<file path="config.mk">
export PLATFORM = sky130hd
export DESIGN_NAME = io_uart_in
export DESIGN_NICKNAME = d
export VERILOG_FILES = /design/src/rtl/io_uart_in.sv
export SDC_FILE = /design/constraint.sdc
export NUM_CORES = 1
export LEC_CHECK = 0
export CAP_MARGIN = 5
export CORE_ASPECT_RATIO = 1.1
export CORE_MARGIN = 5
export CORE_UTILIZATION = 55
export CTS_BUF_LIST = sky130_fd_sc_hd__clkbuf_16
export CTS_CLUSTER_DIAMETER = 120
export DETAILED_ROUTE_END_ITERATION = 6
export GPL_ROUTABILITY_DRIVEN = 0
export PLACE_DENSITY = 0.91
export SYNTH_ARGS = -nofsm -noshare
export SYNTH_HDL_FRONTEND = slang
export SYNTH_SLANG_ARGS = --single-unit
</file>
<file path="constraint.sdc">
create_clock -name clk -period 4.6 [get_ports clk]
set_input_delay 0.46 -clock clk [delete_from_list [all_inputs] [get_ports clk]]
set_output_delay 0.46 -clock clk [all_outputs]
set_load 0.005 [all_outputs]
</file>
<file path="src/rtl/io_uart_in.sv">
// io_uart_in -- receive-side character peripheral on the dma_io bus.
//
// Bytes arriving from the uart_top RX path are buffered in a small FIFO.
// The CPU pops bytes by reading the data register and inspects or controls
// the block through the status/control register. A level interrupt is
// raised while the interrupt enable is set and data is pending. Read data
// joins the dma_io daisy chain: this block drives the chain only in the
// cycle after one of its own registers was read.
//
// Ports
//   clk, rst          system clock, synchronous active-high reset
//   uart_in_char/_we  received byte and its one-cycle strobe
//   uart_in_full      registered FIFO-full flag back to uart_top
//   dma_io_we/wadr/wdata         CPU write (word address [15:2])
//   dma_io_radr/radr_en          CPU read request (word address [15:2])
//   dma_io_rdata_in / dma_io_rdata  read-data chain in / out
//   interrupt_rx      registered level interrupt (ie & FIFO not empty)
//
// Register map
//   ADR_DATA  read: {valid, 23'd0, char}, pops one byte; 0 when empty.
//             writes are ignored.
//   ADR_STAT  read: [0] not_empty [1] full [2] overrun [3] ie
//                   [8+FDEPTH_LOG2:8] count, other bits 0; no side effects.
//             write: wdata[3] -> ie, wdata[2]=1 clears overrun.
//
// Handshake: a read issued in cycle N (radr_en with an address hit) is
// answered in cycle N+1 on dma_io_rdata; there is no back-pressure.

module io_uart_in #(
    parameter int          FDEPTH_LOG2 = 4,
    parameter logic [13:0] ADR_DATA    = 14'h3004,
    parameter logic [13:0] ADR_STAT    = 14'h3005
) (
    input  logic        clk,
    input  logic        rst,
    input  logic [7:0]  uart_in_char,
    input  logic        uart_in_we,
    output logic        uart_in_full,
    input  logic        dma_io_we,
    input  logic [13:0] dma_io_wadr,
    input  logic [31:0] dma_io_wdata,
    input  logic [13:0] dma_io_radr,
    input  logic        dma_io_radr_en,
    input  logic [31:0] dma_io_rdata_in,
    output logic [31:0] dma_io_rdata,
    output logic        interrupt_rx
);

    localparam int             DEPTH    = 1 << FDEPTH_LOG2;
    localparam int             CW       = FDEPTH_LOG2 + 1;
    localparam logic [CW-1:0]  FULL_CNT = CW'(DEPTH);

    // FIFO storage and bookkeeping
    logic [7:0]             r_mem [DEPTH];
    logic [FDEPTH_LOG2-1:0] r_wptr;
    logic [FDEPTH_LOG2-1:0] r_rptr;
    logic [CW-1:0]          r_count;
    logic                   r_overrun;
    logic                   r_ie;
    logic                   r_full;
    logic                   r_irq;
    logic                   r_hit_q;
    logic [31:0]            r_rdata_q;

    logic                   w_empty;
    logic                   w_full;
    logic                   w_push;
    logic                   w_pop;
    logic                   w_ovr_event;
    logic                   w_rd_data;
    logic                   w_rd_stat;
    logic                   w_wr_stat;
    logic [CW-1:0]          w_count_nxt;
    logic [31:0]            w_stat;
    logic [31:0]            w_data_word;
    logic                   w_unused;

    assign w_empty   = (r_count == '0);
    assign w_full    = (r_count == FULL_CNT);

    assign w_rd_data = dma_io_radr_en & (dma_io_radr == ADR_DATA);
    assign w_rd_stat = dma_io_radr_en & (dma_io_radr == ADR_STAT);
    assign w_wr_stat = dma_io_we & (dma_io_wadr == ADR_STAT);

    // Fullness is judged on the count at the start of the cycle, so a byte
    // arriving while full is dropped even if a pop frees a slot this cycle.
    assign w_push      = uart_in_we & ~w_full;
    assign w_ovr_event = uart_in_we & w_full;
    assign w_pop       = w_rd_data & ~w_empty;

    // Only the ie and overrun-clear bits of a write carry meaning
    assign w_unused = ^{dma_io_wdata[31:4], dma_io_wdata[1:0]};

    always_comb begin
        w_count_nxt = r_count;
        if (w_push && !w_pop) begin
            w_count_nxt = r_count + CW'(1);
        end else if (w_pop && !w_push) begin
            w_count_nxt = r_count - CW'(1);
        end
    end

    always_comb begin
        w_stat              = '0;
        w_stat[0]           = ~w_empty;
        w_stat[1]           = w_full;
        w_stat[2]           = r_overrun;
        w_stat[3]           = r_ie;
        w_stat[8 +: CW]     = r_count;
    end

    assign w_data_word = w_empty ? 32'h0000_0000 : {1'b1, 23'd0, r_mem[r_rptr]};

    // Storage is not reset: contents are only visible through the count
    always_ff @(posedge clk) begin
        if (w_push) begin
            r_mem[r_wptr] <= uart_in_char;
        end
    end

    always_ff @(posedge clk) begin
        if (rst) begin
            r_wptr    <= '0;
            r_rptr    <= '0;
            r_count   <= '0;
            r_overrun <= 1'b0;
            r_ie      <= 1'b0;
            r_full    <= 1'b0;
            r_irq     <= 1'b0;
        end else begin
            if (w_push) begin
                r_wptr <= r_wptr + FDEPTH_LOG2'(1);
            end
            if (w_pop) begin
                r_rptr <= r_rptr + FDEPTH_LOG2'(1);
            end
            r_count <= w_count_nxt;

            if (w_wr_stat) begin
                r_ie <= dma_io_wdata[3];
            end
            // The set comes last so an overrun in the same cycle as a
            // clear request is not lost.
            if (w_wr_stat && dma_io_wdata[2]) begin
                r_overrun <= 1'b0;
            end
            if (w_ovr_event) begin
                r_overrun <= 1'b1;
            end

            r_full <= w_full;
            r_irq  <= r_ie & ~w_empty;
        end
    end

    // Read response register: one cycle after a hit it owns the chain
    always_ff @(posedge clk) begin
        if (rst) begin
            r_hit_q   <= 1'b0;
            r_rdata_q <= '0;
        end else begin
            r_hit_q <= w_rd_data | w_rd_stat;
            if (w_rd_data) begin
                r_rdata_q <= w_data_word;
            end else if (w_rd_stat) begin
                r_rdata_q <= w_stat;
            end else begin
                r_rdata_q <= '0;
            end
        end
    end

    assign dma_io_rdata = r_hit_q ? r_rdata_q : dma_io_rdata_in;
    assign uart_in_full = r_full;
    assign interrupt_rx = r_irq;

endmodule

</file>
Word level (Yosys, flattened, before mapping)
Memory sizes are Yosys's and may differ from the RTL's. A register that Yosys moved wholly into a read port is not among the register bits.
Index checks and enable logic that the tools add are counted.
Storage, ports and cells
  word-level logic and storage cells: 48
  bits of input ports: 105
  bits in writable memories: 128
  output and inout port bits: 34
  register bits: 50
  memories kept: 1
Cells by class
  muxes and demuxes: 12
  bitwise operators: 10
  reduce and logical (&&, ||, !) cells: 8
  $add $sub $neg: 4
  eq/ne operators: 4
Memories
  r_mem: depth 16, width 8, read ports 1, clocked after memory_dff 1, wr ports 1, RTL line 54  | logic [7:0] r_mem [DEPTH];
Operators with widths (number)
  $mux 32: 3
  $eq 14x14->1 const B: 3
  $mux 13: 1
  $mux 5: 2
  $add 4x1->4 const B: 2
  $mux 4: 2
  $and 1x1->1: 7
  $add 5x1->5 const B: 1
  $eq 5x5->1 const B: 1
  $logic_not 5->1: 1
  $sub 5x1->5 const B: 1
  $mux 1: 4
  $reduce_bool 2->1: 2
  $logic_and 1x1->1: 3
  $logic_not 1->1: 2
  $not 1->1: 2
  $or 1x1->1: 1

Logic depth before layout (Yosys ltp)
  word-level depth: 7
  depth in mapped cells: 12
  mapped depth without buffers: 12

Least setup slack after synthesis
Ideal clock, no wire load.
  path kind: input to register
  from: input port dma_io_radr[1]
  to: register r_count[4]
  arrival time: 2754 ps
  stages: 12
  path buffers: 0
  required time: 4530 ps
  library setup time: 70 ps
  path slack: 1775 ps
  path through: nor4b_2 nand4_2 nor3_1 inv_1 ha_1 inv_1 ha_1 a21o_1 a21oi_1 xnor2_1 or3_1 a21oi_1
On the way
  word-level cells in the longest chain between the ends: 6
  elaborated cells between the ends (all ways): 8
  those cells by class: 1 x eq/ne; 1 x mux; 2 x bitwise; 4 x reduce/logical
Ends and longest elaborated chain
  start, declared: RTL line 42  | input logic [13:0] dma_io_radr,
  $eq 14x14->1 *: RTL line 81  | assign w_rd_data = dma_io_radr_en & (dma_io_radr == ADR_DATA);
  $and 1x1->1 *: RTL line 81
  $and 1x1->1 *: RTL line 89  | assign w_pop = w_rd_data & ~w_empty;
  $logic_not 1->1: RTL line 96  | if (w_push && !w_pop) begin
  $logic_and 1x1->1: RTL line 96
  $mux 5 or $reduce_bool 2->1 (tied branches)
  end signal, assigned: RTL line 137  | r_count <= w_count_nxt;
  end, declared: RTL line 57  | logic [CW-1:0] r_count;
Every way passes the cells marked *; elsewhere a longest branch is shown, timed or not.
A chain may end at the register's enable or synchronous reset.

Final worst setup path
  from: input port dma_io_radr[9]
  to: register r_count[4]
Same word-level chain as after synthesis.

==> summary.txt <==
Yosys
  • Number of flip-flops and latches in the synthesized netlist: 164
  • Main flop type after synthesis: edfxtp_1
  • Post-synthesis cell type with the largest combined area: edfxtp_1
  • Post-Synthesis Cells: 402
  • Area share of the largest cell type after synthesis: 0.576
  • Number of flops mapped to enable cells by yosys: 128
  • Syn. warnings: 0
  • Syn avg cell area: 16.6 um^2
  • Net count after synthesis: 517
  • Count of unique library cells instantiated by Yosys: 51
  • Synth area leaders: edfxtp_1 (58%), dfxtp_1 (11%), mux4_2 (10%)
  • Netlist Area Pre-Place: 0.00668 mm^2
  • Synth async-reset ratio: 0
  • Most frequent cell after synthesis: edfxtp_1
  • Commonest cells post-synth: edfxtp_1 (128), dfxtp_1 (36), nor2_1 (32)
  • Sequential share of the synthesized area: 0.684

Clock tree
  • Clock Pin Slew Worst Setup and Hold Paths: 0.06 ns
  • Hold-fix buffers, CTS: 0
  • Sink count of the clock tree: 164
  • Master cell of the clock root buffer: clkbuf_16
  • TritonCTS clock tree: built
  • Clock tree buffer depth: 2
  • Resize count post-CTS: 0
  • Number of buffers inserted during clock tree synthesis: 17
  • Clock insertion delay at the later pin of the skew report: 0.41 ns
  • Number of levels the H-tree was split into: 4
  • # Post-CTS Setup Buffers: 0

Global routing
  • Global-route wire length before repair: 24.5 mm
  • Via count of the first global-routing pass: 4322
  • Number of antenna violations at the first check in global routing: 1
  • GRT Total Usage: 0.233
  • Congestion Overflow GR: 0
  • Maximum number of pins on one net before global-route repair: 30

Floorplan
  • Starting density of the core: 0.557
  • FP Rows: 42
  • Die X-Extent: 115 um
  • Top Ports: 139
  • Full die area: 0.0144 mm^2
  • Floorplan core area: 0.0120 mm^2
  • Die extent in y: 126 um

Timing
  • Crit path setup slack, layout: 1.33 ns
  • Post-Route Skew: 0.00760 ns
  • Post-layout min period: 3.27 ns
  • Max_slew headroom: 0.278
  • Unrepaired setup endpoints after global routing: no
  • Number of slew-limit violations in the final report: 0
  • Final setup violation count: 0
  • Tightest Pin Transition: 1.08 ns
  • Hold Vio Cnt, Final: 0
  • Period utilization: 0.711
  • Fmax: 306 MHz
  • Post-route worst hold slack: 0.487 ns
  • TNS Setup: 0 ns

Worst setup path
  • Endpoint class of the critical path: flip-flop
  • Setup CP Type: in2reg
  • R2R cell count: 12
  • Startpoint of the lowest-slack register-to-register path: r_count[0]
  • Largest fanout of any net on the critical path: 8
  • Endpoint of the worst register-to-register path: r_count[4]
  • Required time worst endpoint: 4.94 ns
  • Register-to-Register Setup Slack: 1.52 ns
  • Critical Path AT: 3.61 ns
  • Kind of start point of the critical path: primary input

Min path
  • Hold endpoint: r_rdata_q[2]
  • Worst min-delay path class: reg2reg
  • Hold path depth: 1
  • Hold_sp: r_overrun

Power
  • Max rail drop VDD: 0.405 mV
  • Overall power: 3370 uW
  • PwrDens: 396 mW/mm^2
  • Internal power contribution: 2640 uW
  • Clock network fraction of total power: 0.399
  • Sequential power share: 0.498
  • Total leakage power: 0.00287 uW
  • Switching power summed over all nets: 731 uW
  • Net switching fraction of the power: 0.217
  • Part of the power in combinational logic: 0.104

Layout
  • Combined flip-flop and latch cell area: 0.00457 mm^2
  • Area overhead of the layout relative to synthesis: 27.4%
  • Number of nets at the end of the flow: 632
  • Final core utilization: 0.710
  • Share of layout cells above drive strength 1: 0.175
  • Filler cell count in the final layout: 724
  • Area occupied by multi-input gates: 0.00199 mm^2

Place
  • # port buffers: 108
  • DP HPWL: 10.4 mm
  • Worst setup slack after placement: 0.962 ns

Detailed routing
  • DR WL/cell: 23.5 um
  • Total wire length after detailed routing: 16.1 mm
  • Final antenna-violating net count: 0
  • TritonRoute pass-1 iters: 5
  • DRC marker count from the first detailed-route iteration: 347
  • Routed via count: 4117
  • Number of vias per cell: 6.01
  • DRC violations left: 0

Run status
  • Status: finished clean

Run
  • Max_cap viols: 0
-- through the flow --
stage               instances  instance area (um^2)
global placement          652                  7920
floorplan                 402                  6680
finish                    685                  8500
global route              685                  8500
detailed placement        652                  7920
CTS                       684                  8500
-- cells by family after synthesis --
kind of cell	count (synthesis)	share of synthesized area
compound gates	28	0.0294
xor+xnor	10	0.0131
fa+ha+maj	10	0.0199
buf+inv	29	0.0191
flops	164	0.684
mux	56	0.145
simple gates	105	0.0901
-- layer usage --
| layer | share of wire | routed length, um | vias up | global-route usage |
|---|---|---|---|---|
| li1 | - | - | 1784 | - |
| met1 | 0.35 | 5590 | 2024 | 0.271 |
| met2 | 0.52 | 8320 | 268 | 0.401 |
| met3 | 0.11 | 1690 | 41 | 0.0715 |
| met4 | 0.029 | 474 | 0 | 0.0884 |
| met5 | 0 | 0 | - | 0 |
-- flip-flops by register name, indices dropped and copies added, names as in the netlist, named ones only --
name	count
interrupt_rx	1
r_count	5
r_hit_q	1
r_ie	1
r_mem	128
r_overrun	1
r_rdata_q	14
r_rptr	4
r_wptr	4
uart_in_full	1
-- cell usage in the layout, fill, tap and decap left out, types with 2 or more instances in the layout --
cell type        count
nor2b_1             24
clkinv_2             2
clkdlybuf4s50_1    108
a22o_1               2
dfxtp_1             35
nor4b_1              2
xnor2_1              7
edfxtp_1           128
a22oi_1              3
and2_1               5
nor3b_1              2
nor4_1               2
nor3_1               6
a211oi_1             8
clkbuf_16           21
a21o_1               2
mux2_2              15
inv_1               11
a21oi_1              6
inv_2                3
nand4_1              2
inv_4                2
mux2i_1             10
xor2_1               3
nand2_1              9
nand3_1              6
nor2_1              32
ha_1                 9
buf_4                9
mux4_2              31
nand2b_1             2
-- worst max-delay path by stage --
stage | from | end | cells after the start
after floorplan | dma_io_radr[1] | r_count[4] | 12
after global placement | dma_io_radr[9] | r_count[4] | 13
after detailed placement | dma_io_radr[9] | r_count[4] | 13
after CTS | dma_io_radr[9] | r_count[4] | 13
after global routing | dma_io_radr[9] | r_count[4] | 13
final | dma_io_radr[9] | r_count[4] | 13
-- power by group through the flow --
stage | Clock (uW) | Sequential [uW] | Combinational, uW
finish | 1340 | 1680 | 349
global route | 1440 | 1680 | 378
CTS | 1350 | 1680 | 349
detailed placement | 0 | 1710 | 342
global placement | 0 | 1700 | 323
floorplan | 0 | 1700 | 179
-- layout make-up --
cell class	instances	share of cell area
inverter	8	0.00353
timing repair buffer	117	0.135
multi-input combinational	209	0.233
sequential	164	0.537
antenna	1	0.000294
clock inverter	11	0.00633
clock buffer	21	0.0618
tap	154	0.0227
-- worst max-delay path, stage by stage --
cell and delay (ns):
clkdlybuf4s50_1 0.45, nor4b_4 0.29, nand4_2 0.26, nor3_1 0.45, inv_1 0.09, ha_1 0.22, inv_1 0.14, ha_1 0.29
a21o_1 0.17, a21oi_1 0.20, xnor2_1 0.11, or3_1 0.31, a21oi_1 0.16
Power figures use the tool's default switching activity.
